$ cat src/rtl/acc_adapter_rsp.sv
// acc_adapter_rsp: buffers C-bus writeback responses and replays them to the
// core on the X-bus response channel, one register write per beat.
//
// Ports:
//   clk_i, rst_ni        clock, asynchronous active-low reset
//   acc_c_p_*            C-bus response channel in (valid/ready, data0/data1,
//                        rd, dualwb, error)
//   acc_x_p_*            X-bus writeback channel out (valid/ready, data, rd,
//                        error)
//   busy_o               response buffer holds at least one entry
//
// Dual-writeback responses leave as two beats: data0 to rd, then data1 to rd|1.
// A dual response with an odd rd cannot be split, so it goes out as a single
// data0 beat with the error flag forced.
module acc_adapter_rsp #(
    parameter int unsigned DataWidth = 32,
    parameter int unsigned RdWidth   = 5,
    parameter int unsigned FifoDepth = 2
) (
    input  logic                 clk_i,
    input  logic                 rst_ni,
    input  logic                 acc_c_p_valid_i,
    output logic                 acc_c_p_ready_o,
    input  logic [DataWidth-1:0] acc_c_p_data0_i,
    input  logic [DataWidth-1:0] acc_c_p_data1_i,
    input  logic [RdWidth-1:0]   acc_c_p_rd_i,
    input  logic                 acc_c_p_dualwb_i,
    input  logic                 acc_c_p_error_i,
    output logic                 acc_x_p_valid_o,
    input  logic                 acc_x_p_ready_i,
    output logic [DataWidth-1:0] acc_x_p_data_o,
    output logic [RdWidth-1:0]   acc_x_p_rd_o,
    output logic                 acc_x_p_error_o,
    output logic                 busy_o
);

    localparam int unsigned PtrW = (FifoDepth > 1) ? $clog2(FifoDepth) : 1;
    localparam int unsigned CntW = $clog2(FifoDepth + 1);

    localparam logic [0:0] BEAT0 = 1'b0;
    localparam logic [0:0] BEAT1 = 1'b1;

    logic [DataWidth-1:0] d0_q   [FifoDepth];
    logic [DataWidth-1:0] d1_q   [FifoDepth];
    logic [RdWidth-1:0]   rd_q   [FifoDepth];
    logic                 dual_q [FifoDepth];
    logic                 err_q  [FifoDepth];

    logic [PtrW-1:0] wr_ptr_q;
    logic [PtrW-1:0] rd_ptr_q;
    logic [CntW-1:0] count_q;
    logic [0:0]      state_q;

    logic [DataWidth-1:0] h_d0;
    logic [DataWidth-1:0] h_d1;
    logic [RdWidth-1:0]   h_rd;
    logic                 h_dual;
    logic                 h_err;
    logic                 h_split;
    logic                 h_bad;
    logic                 push;
    logic                 pop;
    logic                 x_hs;

    assign h_d0   = d0_q[rd_ptr_q];
    assign h_d1   = d1_q[rd_ptr_q];
    assign h_rd   = rd_q[rd_ptr_q];
    assign h_dual = dual_q[rd_ptr_q];
    assign h_err  = err_q[rd_ptr_q];

    // Only an even rd can pair with rd|1; an odd one is reported as an error.
    assign h_split = h_dual & ~h_rd[0];
    assign h_bad   = h_dual & h_rd[0];

    assign acc_c_p_ready_o = (count_q < CntW'(FifoDepth));
    assign acc_x_p_valid_o = (count_q != '0);
    assign busy_o          = (count_q != '0);

    assign push = acc_c_p_valid_i & acc_c_p_ready_o;
    assign x_hs = acc_x_p_valid_o & acc_x_p_ready_i;
    // The head only retires on its last beat.
    assign pop  = x_hs & ((state_q == BEAT1) | ~h_split);

    always_comb begin
        acc_x_p_data_o  = h_d0;
        acc_x_p_rd_o    = h_rd;
        acc_x_p_error_o = h_err | h_bad;
        if (state_q == BEAT1) begin
            acc_x_p_data_o  = h_d1;
            acc_x_p_rd_o    = h_rd | RdWidth'(1);
            acc_x_p_error_o = h_err;
        end
    end

    always_ff @(posedge clk_i or negedge rst_ni) begin
        if (!rst_ni) begin
            for (int i = 0; i < int'(FifoDepth); i++) begin
                d0_q[i]   <= '0;
                d1_q[i]   <= '0;
                rd_q[i]   <= '0;
                dual_q[i] <= 1'b0;
                err_q[i]  <= 1'b0;
            end
        end else if (push) begin
            d0_q[wr_ptr_q]   <= acc_c_p_data0_i;
            d1_q[wr_ptr_q]   <= acc_c_p_data1_i;
            rd_q[wr_ptr_q]   <= acc_c_p_rd_i;
            dual_q[wr_ptr_q] <= acc_c_p_dualwb_i;
            err_q[wr_ptr_q]  <= acc_c_p_error_i;
        end
    end

    always_ff @(posedge clk_i or negedge rst_ni) begin
        if (!rst_ni) begin
            wr_ptr_q <= '0;
            rd_ptr_q <= '0;
            count_q  <= '0;
            state_q  <= BEAT0;
        end else begin
            if (push) begin
                if (wr_ptr_q == PtrW'(FifoDepth - 1)) wr_ptr_q <= '0;
                else wr_ptr_q <= wr_ptr_q + PtrW'(1);
            end
            if (pop) begin
                if (rd_ptr_q == PtrW'(FifoDepth - 1)) rd_ptr_q <= '0;
                else rd_ptr_q <= rd_ptr_q + PtrW'(1);
            end
            if (push && !pop) count_q <= count_q + CntW'(1);
            else if (pop && !push) count_q <= count_q - CntW'(1);
            if (x_hs) begin
                if ((state_q == BEAT0) && h_split) state_q <= BEAT1;
                else state_q <= BEAT0;
            end
        end
    end

endmodule

$ cat config.mk
export PLATFORM = sky130hd
export DESIGN_NAME = acc_adapter_rsp
export DESIGN_NICKNAME = d
export VERILOG_FILES = /design/src/rtl/acc_adapter_rsp.sv
export SDC_FILE = /design/constraint.sdc
export NUM_CORES = 1
export LEC_CHECK = 0
export CAP_MARGIN = 0
export CORE_ASPECT_RATIO = 1.75
export CORE_MARGIN = 4
export CORE_UTILIZATION = 45
export CTS_CLUSTER_SIZE = 28
export DETAILED_ROUTE_END_ITERATION = 6
export PLACE_DENSITY = 0.69
export SYNTH_ARGS = -nofsm -noshare
export SYNTH_HDL_FRONTEND = slang
export SYNTH_SLANG_ARGS = --single-unit
$ cat constraint.sdc
create_clock -name clk_i -period 4.9 [get_ports clk_i]
set_clock_uncertainty 0.2 [all_clocks]
set_input_delay 0.98 -clock clk_i [delete_from_list [all_inputs] [get_ports clk_i]]
set_output_delay 0.98 -clock clk_i [all_outputs]
set_load 0.01 [all_outputs]
==> qor.yml, run 1 <==
sta:
  period_share_pct: 76.1
  finalMaxSlewViolations: 0
  finalWorstSetupSlack_ns: 1.17
  final_hold_viol_count: 0
  fin_setup_tns_ns: 0
  worst_pin_slew_ns: 1.05
  relSlewSlack_pct: 30.0
  rsz0062_at_grt: "no"
  min_period_ns: 3.73
  fmaxAchievable_ghz: 0.268
  setup_viol: 0
clocking:
  postCtsSetupRepairBufs: 0
  clkLatencyLatePin_ns: 0.41
  cts_tree: "yes"
  cts-root-buf: "clkbuf_16"
  cts_sinks: 147
  clk_pin_slew_ns: 0.06
  clk_path_buf_depth: 2
  hold_buffers: 0
  cts_resized: 0
  htreeDepth: 4
  cts_buffers: 17
finish:
  drive_above_1_share_pct: 44.1
  num_antenna_cells: 0
  nNetsFinal: 569
  layoutNonFillerInstCount: 689
  fillCellCount: 1154
  synthToLayoutAreaGrowth_pct: 25.0
  fin_util_pct: 57.3
drt:
  drt_iter0_drc: 88
  route.detailed.drc: 0
  final_antenna_net_count: 0
  via_per_inst: 5.33
  wl_per_cell_um: 20.2
  vias: 3671
  dr.pass1.iters: 4
  wl_um: 13900
setup_path:
  worstPathArrival_ns: 2.55
  crit_type: "flop to output pin"
  cp.required_ns: 3.72
  setup.worst_path.start_class: "flop"
  crit_path_end_kind: "output pin"
  regToRegStartpoint: "count_q[1]"
  crit_path_start: "rd_ptr_q"
  crit_path_max_fanout: 32
power:
  leakagePower_nw: 3.60
  power_density_nw_per_um2: 719
  p_int_mw: 4.33
  pwr-share-clk_pct: 20.4
  power_frac_seq_pct: 36.6
  p_comb_share_pct: 43.0
  sw_frac_of_total_pct: 29.5
  p_sw_mw: 1.81
  vdd_ir_drop_max_uv: 335
placement:
  place_congestion: 0.703
  post-place-ws_ns: 1.38
  numPortBuffers: 115
  placedCellCount: 657
  hpwl_um: 9050
synth:
  synth_top_flop_cell: "dfrtp_1"
  synthArstFlopShare_pct: 100
  postSynthAreaPerCell_um2: 18.0
  synth_area_um2: 6830
  ys_seq_area_share_pct: 53.8
  synth_edf_count: 0
  synth_nets: 455
  synth_seq_cells: 147
  synth_cell_types: 28
  yosysWarnings: 0
  synth_cells: 379
global_route:
  grt_overflow: 0
  grt_pass1_vias: 4207
  grt_pass1_wl_um: 22300
  antenna_found_initial: 0
  grt_max_degree: 72
  grt.total_usage_pct: 17.0
hold_path:
  hold_class: "flop to flop"
  min-delay-start: "rd_q[3]"
floorplanning:
  start_util_pct: 45.8
  dieArea_um2: 17300
  core_um2: 14900
  die_width_um: 101
  ioPinCount: 116
  die_height_um: 171
  fp-row-count: 59
run:
  maxCapViolations: 0
outcome:
  status: "finished, final reports clean"
[cells by family (layout without fill, tap and decap cells)]
logic type	after synthesis	count (layout)	share of synthesized area, %
xor gates and xnor gates	4	4	0.513
buffers and inverters	27	154	4.72
muxes	179	179	38.6
and+or+nand+nor	12	12	1.34
adders and majority gates	1	1	0.183
AOI/OAI and AO/OA	9	9	0.824
DFF	147	147	53.8
[synth_stat cells, types with 3 or more instances]
cell type | n | area, um2
buf_6 | 4 | 45.0
clkbuf_8 | 4 | 55.1
buf_12 | 8 | 160
o21ai_0 | 4 | 20.0
mux2_4 | 70 | 1050
nor3b_1 | 3 | 22.5
dfrtp_1 | 147 | 3680
mux4_2 | 32 | 721
buf_4 | 5 | 37.5
mux2_2 | 76 | 856
[cell type report]
type,instances,area (um2),area share (%)
Inverter,2,7.51,0.0879
Sequential cell,147,3680,43.1
Clock buffer,17,425,4.98
Timing Repair Buffer,120,1210,14.2
Tap cell,183,229,2.68
Multi-Input combinational cell,205,2840,33.2
Clock inverter,15,146,1.71
[routing by layer]
layer  global-route usage, %  share of wire, %  vias up
met3                    4.12               4.0       17
met2                    29.7                55       75
met5                       0                 0        -
met1                    20.2                39     1949
met4                    5.96               2.0        0
li1                        -                 -     1630
[state kept, by name (all words and copies together) (netlist names)]
name,count
err_q,2
dual_q,2
count_q,2
rd_q,10
rd_ptr_q,1
d0_q,64
state_q,1
d1_q,64
wr_ptr_q,1
[power groups by stage]
stage / sequential, mW / clock [mW] / combinational (mW)
3_5_place_dp: 2.27 / 0 / 2.67
6_report: 2.25 / 1.26 / 2.64
4_1_cts: 2.25 / 1.28 / 2.69
5_1_grt: 2.33 / 1.34 / 2.82
2_1_floorplan: 2.07 / 0 / 1.94
3_3_place_gp: 2.22 / 0 / 2.61
[layout by cell type, fill, tap and decap left out]
cell type          n
o31ai_1            1
o21ai_0            4
o21bai_1           1
mux4_2            32
ha_1               1
or2_2              2
clkbuf_16         17
xor2_1             2
nand2_4            1
mux2_2            76
bufinv_16          1
buf_12             2
nor3b_1            3
nor2b_1            1
clkinvlp_4         4
mux2i_1            1
nor2b_4            2
a211o_1            1
dfrtp_2            2
and3b_1            1
nor2_1             1
buf_4              3
inv_1              2
buf_6              1
clkdlybuf4s50_1  114
a31oi_1            2
mux2_4            70
clkinv_2           1
dfrtp_1          145
inv_8              1
clkinv_4           2
xnor2_1            2
nand2_1            1
inv_6              6
[critical path, stage by stage, from the launching register on]
cell             delay [ns]
dfrtp_2                0.72
buf_12                 0.33
mux4_2                 0.54
clkdlybuf4s50_1        0.53
[worst paths after layout]
check | cells past startpoint | end | slack, ns
hold / removal | 1 | rd_q[3] | 0.30
setup / recovery | 3 | acc_x_p_data_o[2] | 1.17
hold reg to reg | 1 | rd_q[3] | 0.30
max in group asynchronous | 2 | dual_q[1] | 3.12
setup reg to reg | 4 | d1_q[38] | 2.44
min in group asynchronous | 1 | d1_q[7] | 0.33
[metrics by stage]
stage                     power, mW  hold WS [ns]  instance area, um2
after global placement         4.83         0.281                7970
final                          6.14         0.302                8540
after floorplan                4.01         0.274                6830
after CTS                      6.22         0.302                8540
after detailed placement       4.94         0.288                7970
after global routing           6.50         0.317                8540
Note: power is estimated with default switching activity, not from simulation.
==> run 2: changes to the inputs <==
==> constraint.sdc (replaced) <==
create_clock -name clk_i -period 3.5 [get_ports clk_i]
set_clock_uncertainty 0.2 [all_clocks]
set_input_delay 0.7 -clock clk_i [delete_from_list [all_inputs] [get_ports clk_i]]
set_output_delay 0.7 -clock clk_i [all_outputs]
set_load 0.01 [all_outputs]
==> run 2 against run 1 <==
Die area is the same. Sequential share of layout area shrank 0.64 points. Clock power grew 40%. Highest routed layer unchanged. Cell area grew 1.5%. Wire length grew 0.59%.
==> qor.yml, run 2 (same netlist as run 1, synthesis figures left out) <==
outcome:
  status: "finished, final reports clean"
clocking:
  cts_resized: 0  # unchanged
  clk_pin_slew_ns: 0.06  # about the same
  clkLatencyLatePin_ns: 0.41  # about the same
  htreeDepth: 4  # unchanged
  clk_path_buf_depth: 2  # unchanged
  cts_sinks: 147  # unchanged
  hold_buffers: 0  # unchanged
  postCtsSetupRepairBufs: 0  # unchanged
  cts_buffers: 17  # unchanged
  cts-root-buf: "clkbuf_16"
  cts_tree: "yes"
floorplanning:
  fp-row-count: 59  # unchanged
  die_height_um: 171  # unchanged
  ioPinCount: 116  # unchanged
  start_util_pct: 45.8  # unchanged
  die_width_um: 101  # unchanged
  dieArea_um2: 17300  # unchanged
  core_um2: 14900  # unchanged
finish:
  largestRegisters: "d0_q (64), d1_q (64), rd_q (10)"
  mostFrequentLayoutCells: "dfrtp_1, clkdlybuf4s50_1, mux2_2"
  fin_util_pct: 58.1  # +0.86 points
  nNetsFinal: 575  # +1.1%
  layout_commonest_cell: "dfrtp_1"
  drive_above_1_share_pct: 44.7  # +0.66 points
  synthToLayoutAreaGrowth_pct: 26.9
  fin_area_um2: 8670  # +1.5%
  num_antenna_cells: 0  # unchanged
setup_path:
  crit_path_end_kind: "output pin"
  crit_path_start: "state_q"
  crit_path_max_fanout: 22  # -31%
  regToRegStartpoint: "count_q[1]"
  worstPathArrival_ns: 2.28  # -0.27 ns
  cp.required_ns: 2.60  # -1.12 ns
  crit_type: "flop to output pin"
  setup.worst_path.start_class: "flop"
  regToRegSetupSlack_ns: 1.46  # -0.98 ns
drt:
  vias: 3645  # -0.71%
  route.detailed.drc: 0  # unchanged
  wl_um: 14000  # +0.59%
  final_antenna_net_count: 0  # unchanged
  via_per_inst: 5.24  # -1.6%
  drt_iter0_drc: 106  # +20%
  dr.pass1.iters: 6  # +2
  wl_per_cell_um: 20.2  # -0.28%
sta:
  finalMaxSlewViolations: 0  # unchanged
  setup_viol: 0  # unchanged
  fin_setup_tns_ns: 0  # unchanged
  finalWorstSetupSlack_ns: 0.323  # -0.850 ns
  rsz0062_at_grt: "no"
  fmaxAchievable_ghz: 0.315
  relSlewSlack_pct: 49.8  # +20 points
  final_hold_viol_count: 0  # unchanged
  period_share_pct: 90.8
  min_period_ns: 3.18
  worst_pin_slew_ns: 0.753  # -0.296 ns
global_route:
  grt_pass1_wl_um: 22600  # +1.3%
  antenna_found_initial: 0  # unchanged
  grt_overflow: 0  # unchanged
  grt_max_degree: 83  # +15%
  grt_pass1_vias: 4349  # +3.4%
  grt.total_usage_pct: 17.2  # +0.26 points
power:
  vdd_ir_drop_max_uv: 492  # +47%
  leakagePower_nw: 3.67  # +1.9%
  power_density_nw_per_um2: 1000  # +39%
placement:
  hpwl_um: 9510  # +5.1%
  place_congestion: 0.700  # -0.48%
  post-place-ws_ns: 0.698  # -0.677 ns
  numPortBuffers: 115  # unchanged
  dpl-instance-area_um2: 8090  # +1.5%
run:
  maxCapViolations: 0  # unchanged
hold_path:
  hold_class: "primary input to asynchronous set/reset pin"
-- run 2: layer usage --
layer	up-vias	part of all wire [%]	global-route usage, %
met4	0	1.4	5.09
met1	1924	39	20.5
li1	1641	-	-
met3	10	4.0	4.73
met2	70	55	30.2
met5	-	0	0
-- run 2: worst paths after layout --
kind                                     end  cells after the start
max in group asynchronous           d0_q[54]                      2
min reg2reg                         d1_q[12]                      1
min in group clk_i                  d1_q[12]                      1
max                        acc_x_p_data_o[6]                      3
max reg2reg                         d1_q[63]                      4
min                                  d1_q[5]                      1
-- run 2: metrics by stage --
step                hold slack (ns)  total power, mW  instances
finish                        0.123             8.69        695
global route                  0.191             9.18        695
CTS                           0.158             8.81        695
detailed placement            0.291             7.00        663
global placement              0.282             6.84        663
floorplan                     0.204             5.62        379
-- run 2: cell type report --
class,count,area [um2]
clock buffer,21,480
tap,183,229
sequential,147,3680
multi-input combinational,205,2840
fill,1165,6240
clock inverter,11,100
timing repair buffer,126,1340
inverter,2,7.51
-- run 2: critical path, cell delays in order (launching register included) --
cell and delay (ns):
dfrtp_2 0.70, buf_4 0.31, mux4_2 0.36, clkdlybuf4s50_1 0.50
-- run 2: report_power, final --
group          switching, mW  leakage, nW  internal [mW]  total, mW
clock                  0.709        0.286           1.06       1.76
combinational           1.28         1.64           2.55       3.83
sequential             0.518         1.74           2.58       3.10
total                   2.51         3.67           6.19       8.69
==> run 3: changes to the inputs <==
--- a/config.mk
+++ b/config.mk
@@ -11,7 +11,7 @@
 export CORE_UTILIZATION = 45
 export CTS_CLUSTER_SIZE = 28
 export DETAILED_ROUTE_END_ITERATION = 6
-export PLACE_DENSITY = 0.69
+export DONT_BUFFER_PORTS = 1
 export SYNTH_ARGS = -nofsm -noshare
 export SYNTH_HDL_FRONTEND = slang
 export SYNTH_SLANG_ARGS = --single-unit
==> run 3 against run 2 <==
The flow now finishes with violations (negative hold slack). Core utilization down 8.0 points. Sequential cell count unchanged. Global-route usage fell by 1.6 points. Combinational power fell by 27%. Critical path type unchanged. Largest power group is now registers. Highest routed layer unchanged.
==> qor.yml, run 3 (same netlist as run 1, synthesis figures left out) <==
finish:
  largestRegisters: "d0_q (64), d1_q (64), rd_q (10)"
  nNetsFinal: 457  # -21%
  mostFrequentLayoutCells: "dfrtp_1, mux2_2, mux2_4"
  layoutNonFillerInstCount: 577  # -17%
  fin_util_pct: 50.2  # -8.0 points
  drive_above_1_share_pct: 56.3  # +12 points
  layout_commonest_cell: "dfrtp_1"
  synthToLayoutAreaGrowth_pct: 9.45
  num_antenna_cells: 0  # unchanged
  fillCellCount: 1248  # +7.1%
sta:
  worst_pin_slew_ns: 0.783  # +0.0296 ns
  final_hold_viol_count: 147  # +147
  period_share_pct: 87.8  # -3.0 points
  finalMaxSlewViolations: 0  # unchanged
  min_period_ns: 3.07  # -0.104 ns
  rsz0062_at_grt: "no"
  setup_viol: 0  # unchanged
  fin_setup_tns_ns: 0  # unchanged
  holdWs_ns: -0.220  # -0.342 ns
  relSlewSlack_pct: 47.8  # -2.0 points
  fmaxAchievable_ghz: 0.325  # +3.4%
clocking:
  htreeDepth: 4  # unchanged
  clk_path_buf_depth: 2  # unchanged
  cts_tree: "yes"
  clkLatencyLatePin_ns: 0.41  # about the same
  cts_sinks: 147  # unchanged
  postCtsSetupRepairBufs: 0  # unchanged
  cts-root-buf: "clkbuf_16"
  cts_buffers: 17  # unchanged
  clk_pin_slew_ns: 0.06  # about the same
setup_path:
  crit_path_top_delay_cell: "dfrtp_2"
  worstPathArrival_ns: 2.17  # -0.11 ns
  setup.worst_path.start_class: "flop"
  crit_path_end_kind: "output pin"
  rr_worst_depth: 6  # +2
  crit_chain: "buf_12 -> mux4_2"
  crit_path_max_fanout: 27  # +23%
  cp.required_ns: 2.60  # about the same
  critical_path.max_stage_delay_ns: 0.87  # +0.17 ns
  crit_type: "flop to output pin"
floorplanning:
  ioPinCount: 116  # unchanged
  fp-row-count: 59  # unchanged
  core_um2: 14900  # unchanged
  die_width_um: 101  # unchanged
  dieArea_um2: 17300  # unchanged
  start_util_pct: 45.8  # unchanged
  die_height_um: 171  # unchanged
drt:
  wl_per_cell_um: 22.4  # +11%
  vias: 3181  # -13%
  final_antenna_net_count: 0  # unchanged
  drt_iter0_drc: 110  # +3.8%
  route.detailed.drc: 0  # unchanged
  wl_um: 12900  # -7.8%
  dr.pass1.iters: 4  # -2
  via_per_inst: 5.51  # +5.1%
placement:
  place_congestion: 0.737  # +5.3%
  placedCellCount: 545  # -18%
  hpwl_um: 8480  # -11%
  numPortBuffers: 0  # -100%
global_route:
  grt_pass1_vias: 3683  # -15%
  grt_pass1_wl_um: 20300  # -10%
  grt_max_degree: 148  # +78%
  antenna_found_initial: 0  # unchanged
  grt.total_usage_pct: 15.6  # -1.6 points
  grt_overflow: 0  # unchanged
power:
  leakagePower_nw: 3.20  # -13%
  vdd_ir_drop_max_uv: 508  # +3.3%
  power_density_nw_per_um2: 1060  # +6.0%
run:
  maxCapViolations: 0  # unchanged
hold_path:
  hold_class: "primary input to asynchronous set/reset pin"
outcome:
  status: "finished with violations"
  violations: "negative hold slack"
-- run 3: cell types whose count changed in the layout (fill, tap and decap cells not counted), moves of 2 or more --
cell and change:
clkinv_4 +2, buf_12 -7, clkbuf_8 -3, buf_4 +4, clkbuf_1 +3, bufinv_16 +4, clkinv_2 -4, clkdlybuf4s50_1 -114
-- run 3: layer usage --
metal / global-route usage, % / vias to the layer above / wire length [um]
li1: - / 1400 / -
met4: 6.60 / 0 / 244
met5: 0 / - / 0
met2: 25.6 / 77 / 6750
met3: 5.34 / 17 / 821
met1: 18.5 / 1687 / 5100
-- run 3: repair_timing --
action | in CTS | in global routing
hold endpoints to repair | 147 | 147
resized for setup | 0 | 0
setup endpoints to repair | 0 | 0
-- run 3: layout make-up --
class	count	area, um2	share of cell area (%)
timing repair buffer	8	72.6	0.970
tap	183	229	3.06
inverter	2	7.51	0.100
multi-input combinational	205	2840	37.9
clock buffer	21	450	6.02
clock inverter	11	201	2.69
sequential	147	3680	49.2
-- run 3: stage by stage --
step / hold WS, ns / area, um2 / worst slack, ns / power [mW]
after floorplan: 0.204 / 6830 / 1.34 / 5.62
after global placement: 0.208 / 6830 / 0.809 / 5.92
after detailed placement: 0.208 / 6830 / 0.791 / 6.03
after CTS: -0.248 / 7480 / 0.333 / 8.08
after global routing: -0.245 / 7480 / 0.277 / 8.39
final: -0.220 / 7480 / 0.427 / 7.95
-- run 3: path summary, 6_finish.rpt --
check | from | to | slack, ns
max | rd_ptr_q | acc_x_p_data_o[3] | 0.43
min | rst_ni | d0_q[15] | -0.22
max reg2reg | rd_ptr_q | count_q[1] | 1.29
min reg2reg | d1_q[29] | d1_q[29] | 0.30
max in group asynchronous | rst_ni | d0_q[32] | 3.13
min in group clk_i | acc_c_p_data0_i[5] | d0_q[37] | 0.23
-- run 3: power by group --
group / total (mW) / internal (mW) / switching (mW)
Combinational: 2.80 / 1.77 / 1.03
Sequential: 3.14 / 2.58 / 0.564
Clock: 2.01 / 1.29 / 0.713
-- run 3: critical path, delay by kind of cell (launching register included) --
kind                   cells  cell delay (ns)
muxes                      1             0.58
buffers and inverters      1             0.30
DFF                        1             0.87
==> variant (config.mk and constraints of run 2) <==
The parameter `DataWidth` goes from 32 to 36.
--- a/src/rtl/acc_adapter_rsp.sv
+++ b/src/rtl/acc_adapter_rsp.sv
@@ -15,3 +15,3 @@
 module acc_adapter_rsp #(
-    parameter int unsigned DataWidth = 32,
+    parameter int unsigned DataWidth = 36,
     parameter int unsigned RdWidth   = 5,
Ports: changed (resized acc_c_p_data0_i, acc_c_p_data1_i and acc_x_p_data_o); port bits go from 116 to 128. The function was not compared with the original's and may differ.
==> variant against run 2 <==
Total power rose by 5.2%. Routed wire length up 7.0%. Final area rose by 6.3%. Synthesized area increased by 4.5%. Setup slack better by 0.056 ns. Combinational power up 1%. Register-to-register slack improved by 0.03 ns. Sequential cell count grew 16. Critical path type unchanged.
==> variant: results (changes against run 2) <==
area of the multi-input gates=2880 µm² (+1.6%); r2r setup slk=1.49 ns (+0.03 ns); DP HPWL=10.1 mm (+6.3%); crit path DAT=2.22 ns (-0.06 ns); Fillers=1219 (+4.6%); Peak VDD IR=0.504 mV (+2.3%); leak pwr=3.78 nW (+3.0%); largest registers=d0_q (72), d1_q (72), rd_q (10); wire per inst=20.1 µm (-0.43%); WL met1=5.82 mm (+5.3%); met2 Use GR=31.6% (+1.4 points); ANT cells=2 (+2); first-pass GRT wire length=24.7 mm (+9.1%); share of cells above drive strength 1=44.2% (-0.54 points); crit path capture=acc_x_p_data_o[22]; Port Buffers=127 (+10%); synth top area cells=dfrtp_1, mux2_2, mux4_2; DRT iter0 DRCs=163 (+54%); register area share after synthesis=57.1% (+3.3 points); clkbuf count=20 (-4.8%); antenna violations before repair=2 (+2); multi-input gate count=225 (+9.8%); synth unique cells=27 (-3.6%); clock network area share=6.53% (-0.17 points); Synth Net Count=502 (+10%); Final nets=630 (+9.6%); status=complete, no violations; grt met1 use=20.6% (+0.062 points); met3 WL=783 µm (+38%); max_slew headroom=53.3% (+3.5 points); GR Util met3=4.35% (-0.38 points)
variant: cell types whose count changed after synthesis:
cell,before,now
buf_2,2,12
mux4_2,32,36
dfrtp_1,147,163
clkbuf_8,4,0
buf_4,5,7
mux2_4,70,10
buf_8,0,1
buf_6,4,3
mux2_2,76,152
clkbuf_1,2,5
buf_12,8,0
variant: cell families after synthesis:
logic type,Yosys count,share of synthesized area [%]
compound gates,9,0.788
fa+ha+maj,1,0.175
xor+xnor,4,0.490
mux,199,37.5
buf+inv,30,2.63
flops,163,57.1
simple gates,12,1.28
variant: worst max-delay path, stage by stage (launching register included):
cell	delay, ns
dfrtp_2	0.39
buf_4	0.33
mux4_2	0.55
clkdlybuf4s50_1	0.53
variant: worst min path at each step:
stage                                   endpoint  cells past startpoint
final                       rd_ptr_q$_DFFE_PN0P_                      1
after floorplan           count_q[0]$_DFFE_PN0P_                      0
after global placement       d1_q[0]$_DFFE_PN0P_                      1
after detailed placement    d1_q[14]$_DFFE_PN0P_                      1
after CTS                    d1_q[2]$_DFFE_PN0P_                      1
after global routing        rd_ptr_q$_DFFE_PN0P_                      1
variant: power by group:
group	internal, mW	switching [mW]	total (mW)
Clock	1.11	0.783	1.89
Sequential	2.86	0.526	3.38
Combinational	2.51	1.36	3.87
variant: stage by stage:
step,cell area [µm²],std cells,setup slack (ns),power (mW),hold WS (ns)
2_1_floorplan,7140,418,1.38,5.77,0.204
3_3_place_gp,8610,713,0.764,7.19,0.282
3_5_place_dp,8610,713,0.748,7.36,0.288
4_1_cts,9220,745,0.333,9.28,0.124
5_1_grt,9220,747,0.280,9.69,0.150
6_report,9220,747,0.379,9.14,0.0984
